<file path="config.mk">
export PLATFORM = sky130hd
export DESIGN_NAME = points_counter
export DESIGN_NICKNAME = d
export VERILOG_FILES = /design/src/rtl/points_pkg.sv /design/src/rtl/bcd_counter_2digit.sv /design/src/rtl/points_counter.sv
export SDC_FILE = /design/constraint.sdc
export NUM_CORES = 1
export LEC_CHECK = 0
export ABC_AREA = 0
export BUFFER_PORTS_ARGS = -buffer_cell sky130_fd_sc_hd__buf_2
export CORE_UTILIZATION = 58
export DETAILED_ROUTE_END_ITERATION = 6
export HOLD_SLACK_MARGIN = 0.05
export PLACE_DENSITY = 0.84
export SYNTH_ARGS = -nofsm -noshare
export SYNTH_HDL_FRONTEND = slang
export SYNTH_SLANG_ARGS = --single-unit
export TNS_END_PERCENT = 100
</file>
<file path="constraint.sdc">
create_clock -name clk -period 4.15 [get_ports clk]
set_input_delay 1.0375 -clock clk [delete_from_list [all_inputs] [get_ports clk]]
set_output_delay 1.0375 -clock clk [all_outputs]
set_load 0.01 [all_outputs]
</file>
<file path="src/rtl/points_pkg.sv">
// Shared widths, BCD digit type and digit helper for the score/lives tracker.
package points_pkg;

  localparam int unsigned DIGIT_W = 4;
  localparam int unsigned LIFE_W  = 3;

  typedef logic [DIGIT_W-1:0] bcd_digit_t;

  localparam bcd_digit_t BCD_MAX = 4'd9;

  // Next value of a single BCD digit, wrapping 9 -> 0.
  function automatic bcd_digit_t bcd_next(input bcd_digit_t d);
    return (d == BCD_MAX) ? '0 : DIGIT_W'(d + 4'd1);
  endfunction

endpackage

</file>
<file path="src/rtl/bcd_counter_2digit.sv">
// Two-digit BCD counter 00..99 that saturates at 99; synchronous clear has priority over inc.
module bcd_counter_2digit
  import points_pkg::*;
(
  input  logic       clk,
  input  logic       rst_n,
  input  logic       inc,
  input  logic       clr,
  output bcd_digit_t units,
  output bcd_digit_t tens
);

  logic at_max_c;

  assign at_max_c = (units == BCD_MAX) && (tens == BCD_MAX);

  always_ff @(posedge clk or negedge rst_n) begin
    if (!rst_n) begin
      units <= '0;
      tens  <= '0;
    end else if (clr) begin
      units <= '0;
      tens  <= '0;
    end else if (inc && !at_max_c) begin
      units <= bcd_next(units);
      // Carry into tens only when units rolls over.
      if (units == BCD_MAX) begin
        tens <= bcd_next(tens);
      end
    end
  end

endmodule

</file>
<file path="src/rtl/points_counter.sv">
// Game score/lives tracker: rising edges of 'right' score BCD points, an idle window costs a life.
module points_counter
  import points_pkg::*;
#(
  parameter int unsigned LIFE_INIT      = 3,
  parameter int unsigned TIMEOUT_CYCLES = 100000000
) (
  input  logic              clk,
  input  logic              rst,
  input  logic              right,
  output logic [DIGIT_W-1:0] units_counter,
  output logic [DIGIT_W-1:0] tens_counter,
  output logic [LIFE_W-1:0]  life
);

  localparam int unsigned       TIMER_W    = $clog2(TIMEOUT_CYCLES);
  localparam logic [TIMER_W-1:0] TIMER_LAST = TIMER_W'(TIMEOUT_CYCLES - 1);
  localparam logic [LIFE_W-1:0]  LIFE_RESET = LIFE_W'(LIFE_INIT);

  logic               right_d;
  logic               game_over;
  logic [TIMER_W-1:0] timer;
  logic               point_c;
  logic               timeout_c;
  bcd_digit_t         units;
  bcd_digit_t         tens;

  assign point_c   = right & ~right_d & ~game_over;
  assign timeout_c = ~game_over & (timer == TIMER_LAST);

  // Previous sample of 'right'; clears to 0 so a level held through reset scores once.
  always_ff @(posedge clk or negedge rst) begin
    if (!rst) begin
      right_d <= 1'b0;
    end else begin
      right_d <= right;
    end
  end

  // Idle timer: a point restarts the window, and the window also restarts on expiry.
  always_ff @(posedge clk or negedge rst) begin
    if (!rst) begin
      timer <= '0;
    end else if (point_c || timeout_c) begin
      timer <= '0;
    end else if (!game_over) begin
      timer <= TIMER_W'(timer + TIMER_W'(1));
    end
  end

  // A point in the expiry cycle wins, so no life is lost then.
  always_ff @(posedge clk or negedge rst) begin
    if (!rst) begin
      life      <= LIFE_RESET;
      game_over <= 1'b0;
    end else if (timeout_c && !point_c && (life != '0)) begin
      life <= LIFE_W'(life - LIFE_W'(1));
      if (life == LIFE_W'(1)) begin
        game_over <= 1'b1;
      end
    end
  end

  bcd_counter_2digit u_score (
    .clk   (clk),
    .rst_n (rst),
    .inc   (point_c),
    .clr   (1'b0),
    .units (units),
    .tens  (tens)
  );

  assign units_counter = units;
  assign tens_counter  = tens;

endmodule

</file>
==> flow_summary.ini, run 1 <==
[logic_synthesis]
yosysTopAreaCellShare = 0.461
synth.area.top_cells = dfrtp_1, xor2_1, nor2_1, nand2_1, nand3_1
syn_nets = 221
synth.avg_cell_area_um2 = 9.64
seq_area_frac_synth = 0.487
synth.distinct_cells = 37
yosysTopAreaCell = dfrtp_1
ys_top_cells_by_count = dfrtp_1, nor2_1, nand2_1
syn_inst = 214
synth-seq-cells = 40
synth_ff_type = dfrtp_1
yosysMostFrequentCell = dfrtp_1
synth_async_sr_flop_share = 1.00
syn-cell-area_mm2 = 0.00206
synth_edf_count = 0
synth_warnings = 0

[hold_path]
worstHoldPathType = register to register
hold_depth = 2

[critical_path]
startpoint_type = register
worst-setup-path-type = register to register
cp_max_fo = 23
required_ps = 4370
cp-end-kind = register
path_cells = or4_1 -> nor4_2 -> nand3_1 -> nand2_2 -> nor2_1
max_stage_delay_ps = 560
critPathBufInv = 0
worst-r2r-setup-slack_ps = 2010
worstPathArrival_ps = 2360
critical_path.top_delay_family = simple AND/OR/NAND/NOR gates
crit_cells = 5
cpMaxStageDelayCell = or4_1
reg2reg_depth = 5

[clocking]
ctsLongestPathBuffers = 2
clock_sinks = 40
clkSlewWorstSetupHoldPaths_ps = 110
cts_tree = yes
ctsResizeCount = 0
cts_made_buffers = 5
post-cts-setup-buffer-count = 0
cts_hold_buf = 0
htree_levels = 2
cts_root_buf = clkbuf_4
worstSkewPairLatency_ps = 350

[final_layout]
fin_nets = 238
area_growth_pct = 8.07
final_util = 0.663
nFillCells = 291
drive_gt1_frac = 0.129
diodes = 0

[pwr]
power_frac_comb = 0.152
clkPwrFrac = 0.256
p_int_mw = 0.568
p_leak_nw = 0.980
switchingPower_mw = 0.241
seqPwrFrac = 0.591
swShare = 0.298
p_per_area_mw_per_mm2 = 363
worst_ir_drop_vdd_uv = 373

[sta]
finalSetupViolations = 0
setup-tns-final_ps = 0
slew_violations = 0
finalHoldViolations = 0
tightest_slew_ps = 871
fin_crit_sh = 0.516
skew_ps = 10.7
slew_headroom = 0.420
fin_crit_ps = 2140
rsz0062_at_grt = no
fmax_mhz = 467

[drt]
drc = 0
routed-via-count = 1548
detail_route.iter0.violations = 78
vias_per_cell = 5.57
postRouteAntennaNets = 0
drtPass1Iterations = 4
routedWlPerCell_um = 13.1
routed_wl_um = 3630

[floorplanning]
core_mm2 = 0.00336
die_area_mm2 = 0.00380
rows = 21
io_pins = 14
chipWidth_um = 61.6
initial_utilization = 0.613
fp.dieH_um = 61.6

[placed_design]
io_buffers = 13
dp_hpwl_um = 2510
gp_congestion = 0.849

[global_routing]
grt_overflow_total = 0
grt_usage = 0.221
antenna_found_initial = 0
grt_pass1_vias = 1432
grt_max_degree = 41
grt_pass1_wl_um = 6050

[job]
max-cap-violations = 0

[run_status]
status = finished clean
==> cell usage in the layout (no fill, tap or decap), types with 4 or more instances in the layout <==
cell and instances:
nand3_1 18, xnor2_1 9, inv_1 6, nand4_1 9, a21oi_1 5, ha_1 4
clkbuf_4 5, o21ai_0 9, buf_2 13, nor2_1 32, dfrtp_1 38, xor2_1 16
nand2_1 25
==> power by group through the flow <==
stage / clock network, mW / registers, mW / logic, mW
final: 0.207 / 0.479 / 0.123
after floorplan: 0 / 0.488 / 0.0750
after global placement: 0 / 0.485 / 0.122
after global routing: 0.227 / 0.487 / 0.141
after CTS: 0.212 / 0.479 / 0.125
after detailed placement: 0 / 0.486 / 0.125
==> per-layer routing <==
layer,track usage,wire length [um],vias to the layer above
met5,0,0,-
met4,0.111,68,0
met3,0.0525,123,7
met2,0.356,1690,26
met1,0.277,1750,740
li1,-,-,775
==> logic make-up after synthesis <==
kind of cell             synth area share
AO/OA/AOI/OAI                      0.0534
XOR/XNOR                            0.106
adder cells (fa/ha/maj)            0.0243
buffers and inverters              0.0200
flip-flops                          0.487
multiplexers                       0.0158
AND/OR/NAND/NOR                     0.294
==> layout make-up <==
cell class	count	area (um^2)	share of cell area
multi-input combinational	165	1020	0.456
timing repair buffer	13	65.1	0.0292
tap	46	57.6	0.0258
clock buffer	7	55.1	0.0247
sequential	40	1000	0.450
inverter	6	22.5	0.0101
clock inverter	1	7.51	0.00337
==> registers in the layout, indices dropped and copies added, names as in the netlist <==
| signal | cells |
|---|---|
| timer | 27 |
| u_score.tens | 4 |
| u_score.units | 4 |
| right_d | 1 |
| game_over | 1 |
| life | 3 |
==> worst min-delay path, cell delays in order (launching register included) <==
cell and delay, ps:
dfstp_2 390, nand2_1 40, o21ai_0 60
==> final timing paths <==
| path | endpoint | start |
|---|---|---|
| hold reg to reg | life[1] | life[1] |
| min in group asynchronous | timer[13] | rst |
| setup reg to reg | timer[15] | timer[19] |
| hold / removal | life[1] | life[1] |
| max in group asynchronous | timer[11] | rst |
| setup / recovery | timer[15] | timer[19] |
==> stage by stage <==
stage                     hold WS, ps  setup slack (ps)  total power, mW  cell area, um^2  std cells
after floorplan                   491              2090            0.563             2060        214
after global placement            480              1790            0.607             2170        270
after detailed placement          482              1720            0.611             2170        270
after CTS                         500              1990            0.816             2230        278
after global routing              542              1870            0.855             2230        278
final                             497              2010            0.809             2230        278
No activity file was read; power rests on OpenSTA's default activity.
==> run 2, diff against run 1 <==
Settings changed: CORE_UTILIZATION 58 to 54, PLACE_DENSITY 0.84 to 0.82.
Clock period 4.15 ns to 1.8 ns, I/O delays scaled along.
==> run 2 against run 1 <==
Via count rose by 3.2%. Highest routed layer unchanged. Final area rose by 11%. Clock skew barely moved. Critical path depth rose by 1. Cell count rose by 7.9%.
==> flow_summary.ini, run 2 (synthesized netlist as in run 1, its figures left out) <==
[final_layout]
layout_common_cells = dfrtp_1, nor2_1, nand2_1, nand3_1
final_util = 0.675
fin_nets = 258
design_area_mm2 = 0.00247
diodes = 0
layout_commonest_cell = dfrtp_1
largest_reg_flops = 27
reg_top3 = timer: 27 flops, u_score.tens: 4 flops, u_score.units: 4 flops
drive_gt1_frac = 0.218
nFillCells = 293
stdcell_count = 300
area_growth_pct = 19.9
top_register = timer

[floorplanning]
rows = 22
core_mm2 = 0.00366
fp.dieH_um = 63.8
die_area_mm2 = 0.00407
chipWidth_um = 63.8
io_pins = 14
initial_utilization = 0.563

[placed_design]
dp_hpwl_um = 2830
gp_congestion = 0.879
post-place-cells = 290
post_dp_cell_area_mm2 = 0.00233
io_buffers = 13

[drt]
routed-via-count = 1598
drtPass1Iterations = 4
routed_wl_um = 4030
detail_route.iter0.violations = 74
postRouteAntennaNets = 0
routedWlPerCell_um = 13.4
drc = 0
vias_per_cell = 5.33

[clocking]
cts_made_buffers = 5
htree_levels = 2
worstSkewPairLatency_ps = 300
cts_hold_buf = 0
ctsLongestPathBuffers = 2
clock_sinks = 40
cts_root_buf = clkbuf_8
cts_tree = yes
clkSlewWorstSetupHoldPaths_ps = 80

[critical_path]
cp_max_fo = 15
required_ps = 1970
crit_cells = 6
worstPathArrival_ps = 1960
max_stage_delay_ps = 540
critical_path.top_delay_family = simple AND/OR/NAND/NOR gates
reg2reg_depth = 6
critPathBufInv = 1
path_cells = or4_4 -> nor4_4 -> nand3_2 -> nand2_2 -> buf_12 -> a21oi_1
r2r_start = timer[19]
startpoint_type = register
startpoint = timer[19]
cpMaxStageDelayCell = or4_4
worst-setup-path-type = register to register
cp-end-kind = register

[pwr]
swShare = 0.288
total_power_mw = 2.04
seqPwrFrac = 0.539
p_per_area_mw_per_mm2 = 827
p_int_mw = 1.46
clkPwrFrac = 0.302
power_frac_comb = 0.159
switchingPower_mw = 0.588
worst_ir_drop_vdd_uv = 699
p_leak_nw = 1.10

[sta]
whs_ps = 92.1
fmax_mhz = 561
slew_headroom = 0.650
fin_crit_sh = 0.990
skew_ps = 10.6
rsz0062_at_grt = yes
finalSetupViolations = 0
slew_violations = 0
tightest_slew_ps = 521
fin_crit_ps = 1780
finalHoldViolations = 0

[hold_path]
worstHoldPathType = primary input to asynchronous set/reset pin

[run_status]
status = finished clean

[job]
max-cap-violations = 0

[global_routing]
grt_pass1_vias = 1535
grt_max_degree = 24
grt_pass1_wl_um = 7030
antenna_found_initial = 0
grt_usage = 0.227
grt_overflow_total = 0
## run 2: per-stage QoR
step / setup TNS, ps / setup WS [ps]
finish: 0 / 18.8
detailed placement: -1010 / -68.4
floorplan: 0 / 50.6
global placement: -11.0 / -2.24
global route: -879 / -52.7
CTS: 0 / 2.74
## run 2: path summary, 6_finish.rpt
check / endpoint / slack [ps]
setup / recovery: timer[25] / 20
hold / removal: u_score.units[0] / 90
setup reg to reg: timer[25] / 20
hold reg to reg: life[1] / 500
max in group asynchronous: life[0] / 1160
min in group clk: right_d / 300
## run 2: power by group through the flow
stage,clock [mW],combinational [mW],sequential (mW)
floorplan,0,0.173,1.13
global placement,0,0.314,1.11
CTS,0.629,0.324,1.10
detailed placement,0,0.324,1.12
finish,0.618,0.324,1.10
global route,0.667,0.367,1.12
## run 2: what timing repair did
item                       4_1_cts  5_1_grt
setup endpoints to repair       29       28
cloned                           0        0
pin swaps                        1        1
resized for setup                3        6
setup buffers                    1        1
## run 2: cell type report
type,count,area (um^2),share of cell area
Sequential cell,40,1000,0.406
Tap cell,48,60.1,0.0243
Clock inverter,1,7.51,0.00304
Clock buffer,7,86.3,0.0349
Timing Repair Buffer,33,248,0.100
Multi-Input combinational cell,165,1040,0.423
Inverter,6,22.5,0.00911
## run 2: routing by layer
layer,track usage,share of wire
met1,0.297,0.46
met2,0.356,0.48
met3,0.0571,0.044
met4,0.102,0.017
met5,0,0
